==> config.mk <==
export PLATFORM = sky130hd
export DESIGN_NAME = instr_sequencer
export DESIGN_NICKNAME = d
export VERILOG_FILES = /design/src/rtl/instr_sequencer.sv
export SDC_FILE = /design/constraint.sdc
export NUM_CORES = 1
export LEC_CHECK = 0
export ABC_AREA = 1
export ABC_CLOCK_PERIOD_IN_PS = 1800
export CORE_MARGIN = 2
export CORE_UTILIZATION = 35
export CTS_CLUSTER_SIZE = 12
export DETAILED_ROUTE_END_ITERATION = 6
export PLACE_DENSITY = 0.6
export SLEW_MARGIN = 30
export SYNTH_ARGS = -nofsm -noshare
export SYNTH_HDL_FRONTEND = slang
export SYNTH_SLANG_ARGS = --single-unit
==> constraint.sdc <==
create_clock -name clk -period 1.8 [get_ports clk]
set_input_delay 0.36 -clock clk [delete_from_list [all_inputs] [get_ports clk]]
set_output_delay 0.36 -clock clk [all_outputs]
set_load 0.01 [all_outputs]
==> src/rtl/instr_sequencer.sv <==
// Instruction sequencer: fetches words from instruction memory and holds each
// on the CPU instruction input for a fixed number of cycles until HALT, halt_req or timeout.
module instr_sequencer #(
   parameter int INSTR_WIDTH      = 20,
   parameter int PC_BITS          = 5,
   parameter int CYCLES_PER_INSTR = 3,
   parameter int TIMEOUT          = 15
) (
   input  logic                   clk,
   input  logic                   rst,
   input  logic                   start,
   input  logic                   halt_req,
   output logic [PC_BITS-1:0]     imem_addr,
   output logic                   imem_rd,
   input  logic [INSTR_WIDTH-1:0] imem_rdata,
   input  logic                   imem_valid,
   output logic [INSTR_WIDTH-1:0] instruction,
   output logic                   instr_valid,
   output logic [PC_BITS-1:0]     pc,
   output logic [7:0]             instr_count,
   output logic                   busy,
   output logic                   done,
   output logic                   error
);

   localparam logic [2:0] S_IDLE   = 3'd0;
   localparam logic [2:0] S_FETCH  = 3'd1;
   localparam logic [2:0] S_WAIT   = 3'd2;
   localparam logic [2:0] S_ISSUE  = 3'd3;
   localparam logic [2:0] S_HALTED = 3'd4;

   localparam logic [3:0]         HOLD_LOAD = 4'(CYCLES_PER_INSTR - 1);
   localparam logic [3:0]         WAIT_LAST = 4'(TIMEOUT - 1);
   localparam logic [PC_BITS-1:0] PC_MAX    = {PC_BITS{1'b1}};

   logic [2:0]             state;
   logic [INSTR_WIDTH-1:0] instr_reg;
   logic [3:0]             hold_cnt;
   logic [3:0]             wait_cnt;
   logic                   halt_pend;
   logic                   is_halt_word;

   assign is_halt_word = (imem_rdata[INSTR_WIDTH-1 -: 4] == 4'hF);

   assign busy        = (state == S_FETCH) || (state == S_WAIT) || (state == S_ISSUE);
   assign done        = (state == S_HALTED);
   assign instr_valid = (state == S_ISSUE);
   assign instruction = instr_valid ? instr_reg : '0;
   assign imem_rd     = (state == S_FETCH);
   assign imem_addr   = imem_rd ? pc : '0;

   // Every path into HALTED clears halt_pend after the generic set below, so the clear wins.
   always_ff @(posedge clk or negedge rst) begin
      if (!rst) begin
         state       <= S_IDLE;
         pc          <= '0;
         instr_count <= '0;
         error       <= 1'b0;
         halt_pend   <= 1'b0;
         instr_reg   <= '0;
         hold_cnt    <= '0;
         wait_cnt    <= '0;
      end else begin
         if (busy && halt_req) halt_pend <= 1'b1;
         case (state)
            S_IDLE, S_HALTED: begin
               if (start) begin
                  pc          <= '0;
                  instr_count <= '0;
                  error       <= 1'b0;
                  halt_pend   <= 1'b0;
                  state       <= S_FETCH;
               end
            end
            S_FETCH: begin
               wait_cnt <= '0;
               state    <= S_WAIT;
            end
            S_WAIT: begin
               if (imem_valid) begin
                  if (is_halt_word) begin
                     halt_pend <= 1'b0;
                     state     <= S_HALTED;
                  end else begin
                     instr_reg <= imem_rdata;
                     hold_cnt  <= HOLD_LOAD;
                     state     <= S_ISSUE;
                  end
               end else if (wait_cnt == WAIT_LAST) begin
                  error     <= 1'b1;
                  halt_pend <= 1'b0;
                  state     <= S_HALTED;
               end else begin
                  wait_cnt <= wait_cnt + 4'd1;
               end
            end
            S_ISSUE: begin
               if (hold_cnt == HOLD_LOAD && instr_count != 8'hFF)
                  instr_count <= instr_count + 8'd1;
               if (hold_cnt == '0) begin
                  if (halt_pend || halt_req || pc == PC_MAX) begin
                     halt_pend <= 1'b0;
                     state     <= S_HALTED;
                  end else begin
                     pc    <= pc + 1'b1;
                     state <= S_FETCH;
                  end
               end else begin
                  hold_cnt <= hold_cnt - 4'd1;
               end
            end
            default: state <= S_IDLE;
         endcase
      end
   end

endmodule

==> impl_metrics.json <==
{
  "grt_pass1_vias": 2253,
  "synth-seq-area-share": 0.446,
  "cp_max_fo": 4,
  "synth_area_leaders": "dfrtp_1, nor2_1, nand2_1, inv_1, nand3_1",
  "period_share": 0.974,
  "layout.nets": 453,
  "holdWs_ns": -0.00409,
  "setup_viol": 0,
  "dp.cells": 508,
  "cts_buffers": 5,
  "synth_top_area_frac": 0.446,
  "wl_per_cell_um": 11.3,
  "yosysUniqueCellTypes": 25,
  "placed_cell_area_um2": 3470,
  "required_ns": 1.44,
  "antenna_found_initial": 0,
  "synth_fp_nets": 367,
  "grt_max_degree": 37,
  "drtIter0Drc": 63,
  "stdcell_count": 519,
  "drc_errors": 0,
  "ys.flop_type": "dfrtp_1",
  "die_area_um2": 8070,
  "ctsHoldBuffers": 0,
  "netlist_area_um2": 2580,
  "diodes": 0,
  "synth_largest_area_cell": "dfrtp_1",
  "clock_skew_ns": 0.00460,
  "port-buffer-count": 67,
  "wirelength_um": 5870,
  "cts_tree": "yes",
  "syn2layout_area_growth_pct": 34.8,
  "ys_ff_latch": 46,
  "p_leak_nw": 1.79,
  "utilization": 0.484,
  "hold_class": "primary input to asynchronous set/reset pin",
  "largest_register_ffs": 20,
  "dp_hpwl_um": 4450,
  "grt_pass1_wl_um": 10100,
  "start_util": 0.359,
  "gp_congestion": 0.793,
  "cts_max_level": 2,
  "cts_root_buffer": "clkbuf_8",
  "worst_pin_slew_ns": 0.445,
  "num_rows": 31,
  "drive_gt1_frac": 0.193,
  "combPwrFrac": 0.522,
  "dieWidth_um": 89.8,
  "final_area_um2": 3480,
  "first_pass_iters": 5,
  "cp-end-kind": "output pin",
  "p_sw_mw": 1.87,
  "relSlewSlack": 0.704,
  "crit_arrival_ns": 1.39,
  "drtAntennaViolNets": 0,
  "track_usage": 0.150,
  "p_sw_frac": 0.422,
  "design.core.area_um2": 7180,
  "cts_buffer_depth": 2,
  "die_height_um": 89.8,
  "p_clk_frac": 0.134,
  "synth_edf_count": 0,
  "peakVddDrop_v": 0.000464,
  "maxSlewViolCount": 0,
  "overflow": 0,
  "violations": "hold timing",
  "clk_pin_slew_worst_paths_ns": 0.08,
  "p_per_area_nw_per_um2": 1280,
  "fmax_ghz": 0.570,
  "status": "finished, violations left",
  "io_pins": 68,
  "crit_path_start_kind": "register",
  "via_per_inst": 4.39,
  "synth_cells": 334,
  "ys_warn_count": 0,
  "p_seq_frac": 0.344,
  "yosysMostFrequentCell": "nor2_1",
  "path_class": "register to output pin",
  "synthTopCellsByCount": "nor2_1, nand2_1, inv_1",
  "vias": 2276,
  "hold_viol": 7,
  "clkLatencyLatePin_ns": 0.30,
  "syn_avg_cell_area_um2": 7.72,
  "cts.sinks": 46,
  "p_int_mw": 2.57,
  "min_period_ns": 1.75,
  "async_reset_ff_frac": 1.00,
  "maxCapViolCount": 0
}
==> cell families (layout without fill, tap and decap cells) <==
kind of cell,after synthesis,after routing,share of synthesized area
DFF,46,46,0.446
buffers and inverters,57,143,0.0927
xor gates and xnor gates,7,7,0.0238
adders and majority gates,8,8,0.0388
and+or+nand+nor,179,179,0.312
AOI/OAI and AO/OA,37,37,0.0864
==> final cells by class <==
type / count / area, um^2
multi-input cells: 231 / 1200
flip-flops and latches: 46 / 1150
inverters: 48 / 180
clock inverters: 2 / 10.0
fillers: 725 / 3700
clock buffers: 5 / 68.8
well taps: 99 / 124
repair buffers: 88 / 738
==> worst max-delay path, stage by stage (launching register included) <==
cell,delay [ns]
dfrtp_1,0.41
buf_4,0.15
nand3_4,0.09
buf_4,0.15
nor2_1,0.08
clkdlybuf4s15_2,0.22
==> what timing repair did <==
item | 4_1_cts | 5_1_grt
endpoints found under the setup margin | 29 | 24
buffers inserted | 2 | 2
gates resized for setup | 67 | 27
==> routing by layer <==
| layer | global-route usage | wire length, um | share of wire | vias to the layer above |
|---|---|---|---|---|
| li1 | - | - | - | 1206 |
| met1 | 0.198 | 2780 | 0.47 | 1027 |
| met2 | 0.253 | 2830 | 0.48 | 38 |
| met3 | 0.0293 | 193 | 0.033 | 5 |
| met4 | 0.0385 | 68 | 0.012 | 0 |
| met5 | 0 | 0 | 0 | - |
==> stage by stage <==
step	setup slack (ns)	power [mW]	hold slack, ns	setup TNS [ns]
floorplan	0.291	2.96	0.0644	0
global placement	-0.0119	3.92	0.336	-0.0601
detailed placement	-0.0740	3.97	0.336	-1.10
CTS	-0.00761	4.55	0.00454	-0.0173
global route	-0.0170	4.86	0.0208	-0.0170
finish	0.0466	4.44	-0.00409	0
==> final timing paths <==
check,start,to,slack (ns),depth (start not counted)
max,state[0],instruction[6],0.05,5
min,rst,instr_reg[0],-0.004,1
max reg2reg,state[0],instr_count[6],0.19,9
min reg2reg,hold_cnt[0],hold_cnt[0],0.50,1
max in group asynchronous,rst,pc[1],1.31,2
min in group clk,hold_cnt[0],hold_cnt[0],0.50,1
==> power by group through the flow <==
stage	Clock, mW	Combinational (mW)	Sequential, mW
floorplan	0	1.43	1.54
CTS	0.626	2.40	1.53
finish	0.594	2.32	1.53
global placement	0	2.39	1.54
global route	0.660	2.63	1.57
detailed placement	0	2.42	1.55
==> placed cells by master, fill, tap and decap left out <==
| cell type | instances |
|---|---|
| nor3b_1 | 1 |
| a21oi_1 | 15 |
| inv_2 | 2 |
| inv_1 | 46 |
| nand4_1 | 3 |
| clkbuf_2 | 14 |
| dfrtp_1 | 46 |
| o21ai_0 | 12 |
| nor2_4 | 1 |
| xor2_1 | 5 |
| dlygate4sd2_1 | 3 |
| nand3b_1 | 2 |
| buf_4 | 18 |
| nand2_1 | 65 |
| clkdlybuf4s15_1 | 1 |
| buf_2 | 11 |
| clkbuf_8 | 5 |
| nand2_2 | 4 |
| buf_12 | 3 |
| xnor2_1 | 2 |
| clkdlybuf4s15_2 | 1 |
| ha_1 | 8 |
| nand3_4 | 3 |
| nor2_2 | 2 |
| clkinv_2 | 2 |
| clkdlybuf4s50_1 | 37 |
| a21oi_2 | 10 |
| nand3_1 | 24 |
| nand3_2 | 2 |
| nor2_1 | 69 |
| nand2_4 | 3 |
Power figures use the tool's default switching activity.
